[config.mk]
export PLATFORM = sky130hd
export DESIGN_NAME = vx_ti_stamp_arb
export DESIGN_NICKNAME = d
export VERILOG_FILES = /design/src/rtl/vx_ti_stamp_arb.sv
export SDC_FILE = /design/constraint.sdc
export NUM_CORES = 1
export LEC_CHECK = 0
export BUFFER_PORTS_ARGS = -buffer_cell sky130_fd_sc_hd__buf_2
export CAP_MARGIN = 20
export CORE_AREA = 8 8 496 498
export CTS_CLUSTER_SIZE = 28
export DETAILED_ROUTE_END_ITERATION = 10
export DIE_AREA = 0 0 504 506
export PLACE_DENSITY = 0.41
export SKIP_CTS_REPAIR_TIMING = 1
export SLEW_MARGIN = 10
export SYNTH_ARGS = -nofsm -noshare
export SYNTH_HDL_FRONTEND = slang
export SYNTH_SLANG_ARGS = --single-unit
[constraint.sdc]
create_clock -name clk -period 2.35 [get_ports clk]
set_input_delay 0.235 -clock clk [delete_from_list [all_inputs] [get_ports clk]]
set_output_delay 0.235 -clock clk [all_outputs]
set_load 0.1 [all_outputs]
[src/rtl/vx_ti_stamp_arb.sv]
// Round-robin, burst-locked arbiter merging NUM_REQS tile-interp stamp streams onto one stamp bus.
// Optional performance counters are built when TI_STAMP_ARB_PERF_EN is defined.
module vx_ti_stamp_arb #(
    parameter int  NUM_REQS   = 4,
    parameter int  NUM_LANES  = 4,
    parameter int  STAMP_BITS = 64,
    parameter int  OUT_BUF    = 1,
    localparam int DATA_W     = NUM_LANES * STAMP_BITS + 1,
    localparam int REQ_W      = (NUM_REQS > 1) ? $clog2(NUM_REQS) : 1
) (
    input  logic                       clk,
    input  logic                       reset,
    input  logic [NUM_REQS-1:0]        req_valid_in,
    input  logic [NUM_REQS*DATA_W-1:0] req_data_in,
    output logic [NUM_REQS-1:0]        req_ready_in,
    output logic                       req_valid_out,
    output logic [DATA_W-1:0]          req_data_out,
    output logic [REQ_W-1:0]           req_sel_out,
    input  logic                       req_ready_out
`ifdef TI_STAMP_ARB_PERF_EN
    ,
    output logic [43:0]                perf_stall_cycles,
    output logic [43:0]                perf_bursts
`endif
);

    typedef enum logic {
        IDLE   = 1'b0,
        LOCKED = 1'b1
    } state_t;

    state_t             state;
    logic [REQ_W-1:0]   rr_ptr;
    logic [REQ_W-1:0]   lock_idx;

    logic [REQ_W-1:0]   win_idx;
    logic               win_found;
    logic [DATA_W-1:0]  win_data;
    logic               win_done;
    logic               in_ready;
    logic               in_fire;
    logic [REQ_W:0]     scan_sum;

    function automatic logic [REQ_W-1:0] next_idx(input logic [REQ_W-1:0] idx);
        if (int'(idx) >= NUM_REQS - 1)
            return '0;
        else
            return idx + REQ_W'(1);
    endfunction

    // Winner selection: the locked stream only, or the first valid stream at/after rr_ptr.
    always_comb begin
        win_idx   = '0;
        win_found = 1'b0;
        scan_sum  = '0;
        if (state == LOCKED) begin
            win_idx   = lock_idx;
            win_found = req_valid_in[lock_idx];
        end else begin
            for (int i = 0; i < NUM_REQS; i++) begin
                scan_sum = {1'b0, rr_ptr} + (REQ_W+1)'(i);
                if (scan_sum >= (REQ_W+1)'(NUM_REQS))
                    scan_sum = scan_sum - (REQ_W+1)'(NUM_REQS);
                if (!win_found && req_valid_in[scan_sum[REQ_W-1:0]]) begin
                    win_idx   = scan_sum[REQ_W-1:0];
                    win_found = 1'b1;
                end
            end
        end
    end

    assign win_data = req_data_in[int'(win_idx) * DATA_W +: DATA_W];
    assign win_done = win_data[0];
    assign in_fire  = win_found & in_ready & ~reset;

    always_comb begin
        req_ready_in = '0;
        if (!reset && win_found)
            req_ready_in[win_idx] = in_ready;
    end

    // Grant stays on a stream from its first accepted beat until its done beat is accepted.
    always_ff @(posedge clk) begin
        if (reset) begin
            state    <= IDLE;
            rr_ptr   <= '0;
            lock_idx <= '0;
        end else if (in_fire) begin
            if (state == IDLE) begin
                if (win_done) begin
                    rr_ptr <= next_idx(win_idx);
                end else begin
                    lock_idx <= win_idx;
                    state    <= LOCKED;
                end
            end else if (win_done) begin
                state  <= IDLE;
                rr_ptr <= next_idx(lock_idx);
            end
        end
    end

    generate
        if (OUT_BUF != 0) begin : g_skid
            logic              out_valid;
            logic [DATA_W-1:0] out_data;
            logic [REQ_W-1:0]  out_sel;
            logic              skid_valid;
            logic [DATA_W-1:0] skid_data;
            logic [REQ_W-1:0]  skid_sel;

            // Main slot drives the bus; the skid slot catches the beat accepted while stalled.
            always_ff @(posedge clk) begin
                if (reset) begin
                    out_valid  <= 1'b0;
                    out_data   <= '0;
                    out_sel    <= '0;
                    skid_valid <= 1'b0;
                    skid_data  <= '0;
                    skid_sel   <= '0;
                end else if (!out_valid || req_ready_out) begin
                    if (skid_valid) begin
                        out_valid  <= 1'b1;
                        out_data   <= skid_data;
                        out_sel    <= skid_sel;
                        skid_valid <= 1'b0;
                    end else begin
                        out_valid <= in_fire;
                        if (in_fire) begin
                            out_data <= win_data;
                            out_sel  <= win_idx;
                        end
                    end
                end else if (in_fire) begin
                    skid_valid <= 1'b1;
                    skid_data  <= win_data;
                    skid_sel   <= win_idx;
                end
            end

            assign in_ready      = ~skid_valid;
            assign req_valid_out = out_valid & ~reset;
            assign req_data_out  = reset ? '0 : out_data;
            assign req_sel_out   = reset ? '0 : out_sel;
        end else begin : g_pass
            assign in_ready      = req_ready_out;
            assign req_valid_out = win_found & ~reset;
            assign req_data_out  = reset ? '0 : win_data;
            assign req_sel_out   = reset ? '0 : win_idx;
        end
    endgenerate

`ifdef TI_STAMP_ARB_PERF_EN
    always_ff @(posedge clk) begin
        if (reset) begin
            perf_stall_cycles <= '0;
            perf_bursts       <= '0;
        end else begin
            if (req_valid_out && !req_ready_out)
                perf_stall_cycles <= perf_stall_cycles + 44'd1;
            if (in_fire && win_done)
                perf_bursts <= perf_bursts + 44'd1;
        end
    end
`endif

`ifndef SYNTHESIS
    // A stalled locked producer must keep its beat steady until it is taken.
    locked_data_stable : assert property (
        @(posedge clk) disable iff (reset)
        (state == LOCKED && req_valid_in[lock_idx] && !req_ready_in[lock_idx])
        |=> $stable(win_data)
    );
`endif

endmodule

* Word level (Yosys, flattened, before mapping) *
Cells that the tools add are included.

storage, ports and cells
  flip-flop bits (word level) = 525
  latch bits = 0
  bits in writable memories = 0
  bits in read-only memories = 0
  input port bits = 1,035
  output and inout bits = 264
  word-level logic and storage cells = 106
  memories = 0

cells by class
  add/subtract/negate cells = 9
  multiply operators = 1
  div/mod/pow operators = 0
  $lt $le $gt $ge = 13
  equality and inequality tests = 0
  shifts and indexed selects = 1
  multiplexer cells = 47
  bitwise gates (word level) = 9
  reduce and logical (&&, ||, !) cells = 17

operator list
  kind                                                         number
  indexed part select 1028 x 12 -> 257 bit                     1
  two-way mux 257 bit                                          3
  two-way mux 2 bit                                            21
  less-than comparator 2 x 3 -> 1 bit (second input constant)  6
  two-way mux 1 bit                                            16
  multiplier 2 x 9 -> 11 bit (second input constant)           1
  binary-select mux 1 bit (select 2 bit)                       5
  >= comparator 3 bit (second input constant)                  3
  subtractor 2 x 1 -> 2 bit (second input constant)            4
  adder 2 x 2 -> 3 bit (second input constant)                 2
  AND reduction 2 bit                                          3
  logical AND 1 bit                                            5
  logical NOT 1 bit                                            5
  NOT 1 bit                                                    5
  adder 2 x 1 -> 2 bit (second input constant)                 2
  bitwise AND 4 bit                                            1
  >= comparator 2 bit (second input constant)                  2
  two-way mux 4 bit                                            1
  adder 2 x 1 -> 3 bit (second input constant)                 1
  bitwise AND 1 bit                                            3
  >= comparator 2 x 3 -> 1 bit (second input constant)         1
  AND reduction 3 bit                                          1
  demux 1 bit (select 2 bit)                                   1
  >= comparator 2 x 1 -> 1 bit (second input constant)         1
  3 further kinds                                              3

* Depth between registers and ports, before layout *
Gate-level depths: netlist of the first run.

  depth after elaboration = 25
  mapped depth = 11

* Worst setup path before layout of the first run *
No wires, ideal clock.

  kind = register to output
  start = register state
  end = output req_ready_in[0]
  arrival time = 2.814 ns
  required time = 2.115 ns
  path slack = -0.699 ns
  stages on the path, launching flop included = 9
  buffers on the path = 4
  cell sequence = dfxtp_1 clkbuf_1 and2_1 nor3_2 buf_4 buf_4 buf_4 inv_1 nor2_1

on the way
  longest elaborated chain between the ends = 7
  elaborated cells between the ends (all ways) = 10
  classes of those cells = order compare (2); mux (5); bitwise (1); reduce/logical (2)

RTL lines
  what                                                                                                              RTL line  RTL
  from (decl)                                                                                                       32        state_t state;
  from (signal assigned)                                                                                            85        state <= IDLE;
  from (signal assigned)                                                                                            94        state <= LOCKED;
  from (signal assigned)                                                                                            97        state <= IDLE;
  two-way mux 2 bit                                                                                                 56        if (state == LOCKED) begin
  less-than comparator 2 x 3 -> 1 bit (implied by the code) / >= comparator 2 x 1 -> 1 bit (equally long branches)  79        req_ready_in[win_idx] = in_ready;
  logical AND 1 bit (implied by the code)                                                                           79
  two-way mux 1 bit (implied by the code)                                                                           79
  demux 1 bit (select 2 bit)                                                                                        79
  bitwise AND 4 bit (no line)                                                                                       -
  two-way mux 4 bit *                                                                                               78        if (!reset && win_found)
  to (decl)                                                                                                         15        output logic [NUM_REQS-1:0] req_ready_in,

Every way passes the cells marked *; elsewhere a longest branch is shown, timed or not.

* Final worst setup path of the first run *
  start = register rr_ptr[1]
  end = output req_ready_in[3]

on the way
  longest elaborated chain between the ends = 25
  elaborated cells between the ends (all ways) = 54
  classes of those cells = add/sub (7); order compare (6); mux (32); bitwise (1); reduce/logical (8)

RTL lines
  what                                                                                                              RTL line  RTL
  from (decl)                                                                                                       33        logic [REQ_W-1:0] rr_ptr;
  from (signal assigned)                                                                                            91        rr_ptr <= next_idx(win_idx);
  from (signal assigned)                                                                                            98        rr_ptr <= next_idx(lock_idx);
  >= comparator 2 x 3 -> 1 bit / subtractor 2 x 1 -> 2 bit (equally long branches)                                  62, 63
  two-way mux 2 bit                                                                                                 62        if (scan_sum >= (REQ_W+1)'(NUM_REQS))
  two-way mux 2 bit                                                                                                 56
  binary-select mux 1 bit (select 2 bit)                                                                            64        if (!win_found && req_valid_in[scan_sum[REQ_W-1:0]]) begin
  two-way mux 1 bit (implied by the code)                                                                           64
  two-way mux 1 bit                                                                                                 64
  two-way mux 1 bit                                                                                                 56
  logical NOT 1 bit                                                                                                 64
  [... 9 more ...]                                                                                                  -
  two-way mux 2 bit                                                                                                 64
  two-way mux 2 bit                                                                                                 56
  less-than comparator 2 x 3 -> 1 bit (implied by the code) / >= comparator 2 x 1 -> 1 bit (equally long branches)  79
  logical AND 1 bit (implied by the code)                                                                           79
  two-way mux 1 bit (implied by the code)                                                                           79
  demux 1 bit (select 2 bit)                                                                                        79
  bitwise AND 4 bit (no line)                                                                                       -
  two-way mux 4 bit *                                                                                               78

Every way passes the cells marked *; elsewhere a longest branch is shown, timed or not. The select of a mux whose other input is x is not followed.

==> key figures, run 1 <==
Worst setup path
  • Flop2flop setup slack: -410 ps
  • Worst setup path class: register to output port
  • Worst r2r path cells: 13
  • Crit. End Element: output port
  • R2r startpoint: rr_ptr[1]$_SDFFE_PP0P_
  • CP Data Arrival Time: 2560 ps
  • Worst Path Max Fanout: 6
  • RR Endpoint: g_skid.out_data[129]$_SDFFE_PP0P_
  • Required @ worst endpoint: 2120 ps
  • CP startpoint kind: register

Clock network
  • Clock Pin Slew Worst Setup and Hold Paths: 60 ps
  • Clk_lat worst skew: 670 ps
  • CTS tree: yes
  • Max Root-Sink Buffers: 3
  • CTS HTree Levels: 3
  • CTS Sinks: 525
  • Number of buffers created by CTS: 71
  • Root buf cell: clkbuf_16

Drt
  • Drt total wl: 177 mm
  • First-pass DRT Iterations: 5
  • Drt first-iter violations: 1497
  • Wirelength per Cell: 21.9 um
  • Antenna viol nets, final: 0
  • Vias: 31400
  • Vias per inst: 3.87
  • Drt drc: 0

Cells and area
  • Final net count: 5907
  • Filler cell count: 26400
  • Most common cell after layout, fill and taps aside: buf_2
  • Commonest cells after routing, fill and taps aside: 1170 x buf_2, 660 x mux2i_1, 520 x dfxtp_1
  • Layout area overhead: 55.6%
  • Final instance area: 49800 um^2
  • Share of layout cells above drive strength 1: 42.9%
  • Fin cells: 8115
  • Util after Layout: 20.9%

Power
  • Register share of total power: 23.0%
  • Logic pwr share: 52.1%
  • Leak: 26.4 nW
  • Switching part of the total: 40.8%
  • Worst VDD drop: 0.614 mV
  • Clock network fraction of total power: 24.9%
  • Pwr Total: 0.0463 W
  • P per Cell Area: 929 nW/um^2
  • NetSw: 0.0189 W
  • P_int: 0.0274 W

Floorplan
  • Initial core utilization: 13.4%
  • Horiz. Die Dim: 504 um
  • Num ports: 1299
  • Die area: 255000 um^2
  • Row count: 180
  • Core area: 239000 um^2
  • Die height: 506 um

Place
  • Place WS: -674 ps
  • Placed cells: 7948
  • Post-DP Area: 46000 um^2
  • GPL Wtd Cong: 0.919
  • PortBufs: 1298
  • Detailed placement HPWL: 146 mm

Timing
  • Relative max-transition margin: 43.6%
  • Fin Clk Skew: 33.0 ps
  • Final worst setup slack: -446 ps
  • Hold Fails Final Rpt: 0
  • Achievable Freq: 358 MHz
  • Unrepaired setup endpoints after global routing: true
  • Ratio of final minimum period to clock period: 119%
  • Tmin final: 2800 ps
  • Final setup violation count: 386
  • Worst slew pin tran: 846 ps
  • Slew Limit Fails: 0

Yosys
  • Syn Area/Cell: 9.06 um^2
  • Post-synth EDFFs: 0
  • Asr flop ratio synth: 0%
  • Post-synth net total: 4569
  • Synth Cell Area: 32000 um^2
  • Most common flop cell mapped by yosys: dfxtp_1
  • Warnings, synthesis: 0
  • Yosys reg bits: 525
  • Synth cell types: 49
  • Mapped Cells: 3532
  • Sequential area share after synthesis: 32.8%

Min path
  • Hold path start: req_data_in[646]
  • Worst Hold Class: input pin to register
  • Hold Path Sink: g_skid.skid_data[132]$_SDFFE_PP0P_
  • Hold Path Stages: 4

GRT
  • First-pass GRT wire length: 244 mm
  • All-Layer GR Usage: 13.0%
  • Antenna violations before repair: 33
  • Gr ovfl total: 0
  • Vias in the first global route: 32300
  • Pin count of the biggest net entering global routing: 101

Outcome
  • Failing checks: setup timing
  • Outcome: complete, but fails checks

Flow run
  • Max-Cap Viols: 0
## power groups by stage
stage          Combinational, W  Clock (W)  Sequential (W)
6_report                 0.0241     0.0115          0.0107
5_1_grt                  0.0256     0.0124          0.0108
4_1_cts                  0.0228     0.0121          0.0107
3_3_place_gp             0.0225          0          0.0108
2_1_floorplan            0.0147          0          0.0107
3_5_place_dp             0.0227          0          0.0108
## final cells by class
class / instances / area [um^2] / share of cell area (%)
diodes: 4 / 10.0 / 0.0201
clock buffers: 108 / 2150 / 4.31
clock inverters: 21 / 353 / 0.708
inverters: 5 / 25.0 / 0.0502
multi-input cells: 2657 / 21200 / 42.6
flip-flops and latches: 525 / 10500 / 21.1
well taps: 3185 / 3990 / 8.00
repair buffers: 1610 / 11500 / 23.1
## worst max path at each step
stage	slack (ps)	start	end
finish	-450	rr_ptr[1]$_SDFFE_PP0P_	req_ready_in[3]
global route	-620	rr_ptr[1]$_SDFFE_PP0P_	req_ready_in[3]
CTS	-1000	rr_ptr[0]$_SDFFE_PP0P_	req_ready_in[3]
detailed placement	-670	req_valid_in[1]	g_skid.out_data[13]$_SDFFE_PP0P_
global placement	-750	req_valid_in[1]	g_skid.out_data[13]$_SDFFE_PP0P_
floorplan	-420	reset	req_data_out[0]
## sequential cells by signal (all words and copies together) (netlist names)
register / count
g_skid.out_data: 257
g_skid.skid_data: 257
g_skid.out_sel: 2
g_skid.skid_sel: 2
lock_idx: 2
rr_ptr: 2
g_skid.out_valid: 1
g_skid.skid_valid: 1
state: 1
## synth_stat cells, types with 2 or more instances
library cell  number  area (um^2)
and2_0            72          450
dfxtp_1          525        10500
a211o_1          257         2250
nor2_4             2         22.5
buf_1             16         60.1
o221ai_1           2         17.5
inv_1              5         18.8
clkbuf_1         210          788
a21o_1           257         1930
nor2b_1          265         1660
buf_2             89          445
nand2b_1           4         25.0
nand2_1          265          995
and2_1           187         1170
nor3b_1          258         1940
a21oi_1            7         35.0
a211oi_1           3         22.5
nor3_1           256         1280
a31o_1             2         17.5
o21ai_0            4         20.0
buf_4             19          143
mux2i_1          773         7740
nor2_1            14         52.6
ha_1               2         25.0
nor3_2             3         30.0
mux2_2             2         22.5
buf_6             11          124
## critical path, stage by stage (launching register included)
cell	delay, ps
dfxtp_4	350
buf_6	130
nor2_4	110
nor4b_4	300
nor3_4	100
buf_12	150
buf_12	120
clkinvlp_4	140
ha_4	150
and2_4	160
buf_12	170
## stage by stage
| stage | hold WS [ps] | TNS [ps] |
|---|---|---|
| floorplan | 311 | -2360 |
| global placement | 423 | -97830 |
| detailed placement | 423 | -97930 |
| CTS | -364 | -82460 |
| global route | 0.724 | -117750 |
| finish | 23.8 | -55670 |
## metal layers
metal  vias up  share of wire, %  track usage [%]  routed length (um)
met1     14900                42             15.2               73700
met2      1037                51             24.0               90000
met3       158               5.9             3.31               10500
met5         -             0.035                0                  62
li1      15300                 -                -                   -
met4        10               1.7             2.69                3090
## logic make-up after synthesis
| group | Yosys count | share of synthesized area (%) |
|---|---|---|
| AOI/OAI and AO/OA | 545 | 13.8 |
| adders and majority gates | 2 | 0.0781 |
| buffers and inverters | 350 | 4.93 |
| DFF | 525 | 32.8 |
| muxes | 775 | 24.2 |
| and+or+nand+nor | 1335 | 24.1 |
Power figures use the tool's default switching activity.
==> run 2: changes to the inputs <==
CELL_PAD_IN_SITES_DETAIL_PLACEMENT = 0   (was unset)
CELL_PAD_IN_SITES_GLOBAL_PLACEMENT = 1   (was unset)
CORE_AREA = 8 8 502 504   (was 8 8 496 498)
CTS_BUF_LIST = sky130_fd_sc_hd__clkbuf_4 sky130_fd_sc_hd__clkbuf_8 sky130_fd_sc_hd__clkbuf_16   (was unset)
DIE_AREA = 0 0 510 512   (was 0 0 504 506)
PLACE_DENSITY = 0.48   (was 0.41)
==> key figures, run 2 (synthesis gave the netlist of run 1 again) <==
Outcome
  • Outcome: complete, but fails checks
  • Failing checks: setup timing

Clock network
  • CTS tree: yes
  • Root buf cell: clkbuf_16
  • Number of buffers created by CTS: 72
  • CTS HTree Levels: 3
  • Max Root-Sink Buffers: 3
  • CTS Sinks: 525
  • Clk_lat worst skew: 680 ps
  • Clock Pin Slew Worst Setup and Hold Paths: 60 ps

GRT
  • All-Layer GR Usage: 13.0%
  • Vias in the first global route: 32600
  • First-pass GRT wire length: 246 mm
  • Antenna violations before repair: 39
  • Gr ovfl total: 0
  • Pin count of the biggest net entering global routing: 95

Power
  • Clock network fraction of total power: 24.0%
  • Logic pwr share: 54.2%
  • Leak: 26.5 nW
  • P per Cell Area: 971 nW/um^2
  • NetSw: 0.0200 W
  • Switching part of the total: 40.8%
  • Worst VDD drop: 0.430 mV
  • Register share of total power: 21.8%
  • Pwr Total: 0.0489 W
  • P_int: 0.0290 W

Floorplan
  • Die height: 512 um
  • Core area: 244000 um^2
  • Num ports: 1299
  • Initial core utilization: 13.1%
  • Die area: 261000 um^2
  • Row count: 182
  • Horiz. Die Dim: 510 um

Worst setup path
  • CP Cell Sequence: nor4bb_4, a21oi_2, a221oi_4, nor2_4, buf_6, inv_4, ha_4, and2_4, buf_12
  • Worst r2r path cells: 12
  • Buffers and inverters on the worst path: 3
  • Crit. End Element: output port
  • Delay of the slowest critical-path stage: 360 ps
  • Worst path depth: 9
  • Crit path max-delay family: simple AND/OR/NAND/NOR gates
  • Worst Path Max Fanout: 4
  • Slowest CP cell: dfxtp_4
  • Worst setup path class: register to output port
  • CP startpoint kind: register
  • Required @ worst endpoint: 2120 ps
  • CP Data Arrival Time: 2500 ps

Cells and area
  • Share of layout cells above drive strength 1: 44.9%
  • Layout area overhead: 57.3%
  • Commonest cells after routing, fill and taps aside: 1211 x buf_2, 599 x mux2i_1, 520 x dfxtp_1
  • Most common cell after layout, fill and taps aside: buf_2
  • Fin cells: 8201
  • Final instance area: 50400 um^2
  • Util after Layout: 20.6%
  • Largest registers: g_skid.out_data (257), g_skid.skid_data (257)
  • Final net count: 5951
  • Filler cell count: 26900

Drt
  • Vias per inst: 3.89
  • Drt drc: 0
  • Antenna viol nets, final: 0
  • First-pass DRT Iterations: 7
  • Wirelength per Cell: 22.9 um
  • Vias: 31900
  • Drt first-iter violations: 1311
  • Drt total wl: 188 mm

Place
  • GPL Wtd Cong: 0.897
  • Detailed placement HPWL: 147 mm
  • Placed cells: 7993
  • Post-DP Area: 45100 um^2
  • PortBufs: 1298

Flow run
  • Max-Cap Viols: 0

Min path
  • Worst Hold Class: input pin to register
  • Hold Path Stages: 4

Timing
  • Tmin final: 2730 ps
  • Hold Fails Final Rpt: 0
  • Relative max-transition margin: 40.8%
  • Final setup violation count: 474
  • Final worst setup slack: -381 ps
  • Fin Clk Skew: 31.8 ps
  • Unrepaired setup endpoints after global routing: true
  • Achievable Freq: 366 MHz
  • Worst slew pin tran: 888 ps
  • Slew Limit Fails: 0
  • Ratio of final minimum period to clock period: 116%
## run 2: cell type report
cell class,count,area (um^2),area share [%]
clock buffers,111,2270,4.50
repair buffers,1653,11400,22.6
well taps,3220,4030,8.00
flip-flops and latches,525,10500,20.9
clock inverters,18,272,0.539
inverters,5,21.3,0.0422
diodes,12,30.0,0.0596
multi-input cells,2657,21900,43.4
## run 2: power groups by stage
| stage | Clock (W) | Sequential (W) | Combinational, W |
|---|---|---|---|
| floorplan | 0 | 0.0107 | 0.0147 |
| global placement | 0 | 0.0108 | 0.0223 |
| detailed placement | 0 | 0.0109 | 0.0225 |
| CTS | 0.0124 | 0.0107 | 0.0225 |
| global route | 0.0127 | 0.0108 | 0.0280 |
| finish | 0.0117 | 0.0107 | 0.0265 |
## run 2: worst paths after layout
check | start | endpoint | slack (ps)
setup / recovery | rr_ptr[1]$_SDFFE_PP0P_ | req_ready_in[3] | -380
setup reg to reg | rr_ptr[1]$_SDFFE_PP0P_ | g_skid.out_data[208]$_SDFFE_PP0P_ | -270
hold reg to reg | g_skid.out_sel[0]$_SDFFE_PP0P_ | g_skid.out_sel[0]$_SDFFE_PP0P_ | 450
hold / removal | req_data_in[927] | g_skid.skid_data[156]$_SDFFE_PP0P_ | 40
## run 2: per-stage QoR
step	TNS, ps	hold WS, ps	setup slack [ps]
after floorplan	-2360	311	-425
after global placement	-85840	414	-452
after detailed placement	-102150	423	-528
after CTS	-85630	-397	-849
after global routing	-116390	2.17	-557
final	-60890	39.6	-381
## run 2: worst register-to-register path, delay by kind of cell, from the launching register on
| kind | cells | cell delay (ps) |
|---|---|---|
| AND/OR/NAND/NOR | 3 | 450 |
| AO/OA/AOI/OAI | 1 | 290 |
| buffers and inverters | 6 | 1040 |
| multiplexers | 2 | 350 |
| flip-flops | 1 | 370 |
## run 2: per-layer routing
layer / track usage [%] / vias up / wire length [um]
li1: - / 15400 / -
met1: 14.1 / 15200 / 72900
met2: 24.7 / 1104 / 97900
met3: 2.65 / 214 / 10300
met4: 4.54 / 16 / 6560
met5: 0 / - / 92
==> run 3: changes to the inputs <==
SKIP_CTS_REPAIR_TIMING = unset   (was 1)
==> key figures, run 3 (synthesis gave the netlist of run 1 again) <==
Outcome
  • Outcome: complete, but fails checks
  • Failing checks: setup timing

Worst setup path
  • R2r startpoint: rr_ptr[1]$_SDFFE_PP0P_
  • Required @ worst endpoint: 2120 ps
  • Worst Path Max Fanout: 3
  • CP Data Arrival Time: 2500 ps
  • Worst setup path class: register to output port
  • Crit. End Element: output port
  • Crit path launch: rr_ptr[1]$_SDFFE_PP0P_
  • CP startpoint kind: register

Min path
  • Worst Hold Class: input pin to register
  • Hold path start: req_data_in[649]

Place
  • Detailed placement HPWL: 147 mm
  • PortBufs: 1298
  • Post-DP Area: 45100 um^2
  • GPL Wtd Cong: 0.897

Drt
  • Drt first-iter violations: 1346
  • First-pass DRT Iterations: 5
  • Wirelength per Cell: 22.7 um
  • Vias: 33200
  • Antenna viol nets, final: 0
  • Drt total wl: 193 mm
  • Vias per inst: 3.91
  • Drt drc: 0

Cells and area
  • Final instance area: 55900 um^2
  • Largest registers: g_skid.out_data (257), g_skid.skid_data (257)
  • Layout area overhead: 74.6%
  • Final net count: 6239
  • Most common cell after layout, fill and taps aside: buf_2
  • Share of layout cells above drive strength 1: 46.8%
  • Commonest cells after routing, fill and taps aside: 1211 x buf_2, 520 x dfxtp_1, 410 x mux2i_1
  • Util after Layout: 22.9%

Timing
  • Final setup violation count: 519
  • Tmin final: 2730 ps
  • Fin Clk Skew: 34.0 ps
  • Relative max-transition margin: 41.3%
  • Unrepaired setup endpoints after global routing: true
  • Achievable Freq: 366 MHz
  • Worst slew pin tran: 880 ps
  • Ratio of final minimum period to clock period: 116%
  • Hold Fails Final Rpt: 0
  • Slew Limit Fails: 0
  • Final worst setup slack: -384 ps

Power
  • Register share of total power: 19.6%
  • NetSw: 0.0218 W
  • P_int: 0.0326 W
  • Leak: 27.6 nW
  • Pwr Total: 0.0545 W
  • Logic pwr share: 58.8%
  • Worst VDD drop: 0.429 mV
  • Switching part of the total: 40.1%
  • Clock network fraction of total power: 21.6%
  • P per Cell Area: 974 nW/um^2

Floorplan
  • Horiz. Die Dim: 510 um
  • Die height: 512 um
  • Core area: 244000 um^2
  • Initial core utilization: 13.1%
  • Row count: 182
  • Die area: 261000 um^2
  • Num ports: 1299

Clock network
  • Clk_lat worst skew: 680 ps
  • CTS HTree Levels: 3
  • CTS tree: yes
  • CTS Sinks: 525
  • Clock Pin Slew Worst Setup and Hold Paths: 60 ps
  • Max Root-Sink Buffers: 3
  • Root buf cell: clkbuf_16
  • Number of buffers created by CTS: 72

GRT
  • Antenna violations before repair: 27
  • Vias in the first global route: 34600
  • All-Layer GR Usage: 13.8%
  • Gr ovfl total: 0
  • First-pass GRT wire length: 261 mm
  • Pin count of the biggest net entering global routing: 95

Flow run
  • Max-Cap Viols: 0
-- run 3: metrics by stage --
stage / cells / worst slack, ps / hold slack (ps) / setup TNS (ps)
finish: 8489 / -384 / 60.6 / -118400
global route: 8482 / -578 / 2.60 / -183450
CTS: 8465 / -520 / 0.114 / -124910
global placement: 7993 / -452 / 414 / -85840
floorplan: 3532 / -425 / 311 / -2360
detailed placement: 7993 / -528 / 423 / -102150
-- run 3: power groups by stage --
stage | sequential, W | clock [W] | combinational, W
after floorplan | 0.0107 | 0 | 0.0147
after global placement | 0.0108 | 0 | 0.0223
after detailed placement | 0.0109 | 0 | 0.0225
after CTS | 0.0107 | 0.0124 | 0.0286
after global routing | 0.0108 | 0.0127 | 0.0336
final | 0.0107 | 0.0118 | 0.0320
-- run 3: area by class of cell --
type                    instances  area, um^2
multi-input cells            2657       23800
clock buffers                 111        2270
well taps                    3220        4030
flip-flops and latches        525       10500
repair buffers               1941       15000
diodes                         12        30.0
clock inverters                18         272
fillers                     26400      188000
inverters                       5        23.8
-- run 3: critical path, stage by stage (launching register included) --
cell and delay, ps:
dfxtp_4 360, nor4bb_4 310, a21oi_2 90, a221oi_4 360, nor2_4 70, buf_6 130, inv_4 50, ha_4 120
and2_4 150, buf_12 170
-- run 3: routing by layer --
metal	up-vias	global-route usage, %	share of wire, %
li1	16000	-	-
met1	15900	15.1	39
met2	1064	26.2	52
met3	207	2.55	5.1
met4	10	5.14	3.9
met5	-	0	0.034
-- run 3: final timing paths --
check             slack, ps  depth (start not counted)                                  to
setup / recovery       -380                          9                     req_ready_in[3]
hold / removal           60                          4  g_skid.skid_data[135]$_SDFFE_PP0P_
setup reg to reg       -370                         14   g_skid.skid_data[77]$_SDFFE_PP0P_
hold reg to reg         450                          2      g_skid.out_sel[0]$_SDFFE_PP0P_
-- run 3: what timing repair did --
| item | in CTS | in global routing |
|---|---|---|
| resized for setup | 390 | 478 |
| pin swaps | 74 | 306 |
| endpoints found under the setup margin | 513 | 523 |
| hold endpoints to repair | 156 | 5 |
| cloned | 28 | 3 |
| hold buffers | 255 | 6 |
| setup buffers | 62 | 17 |
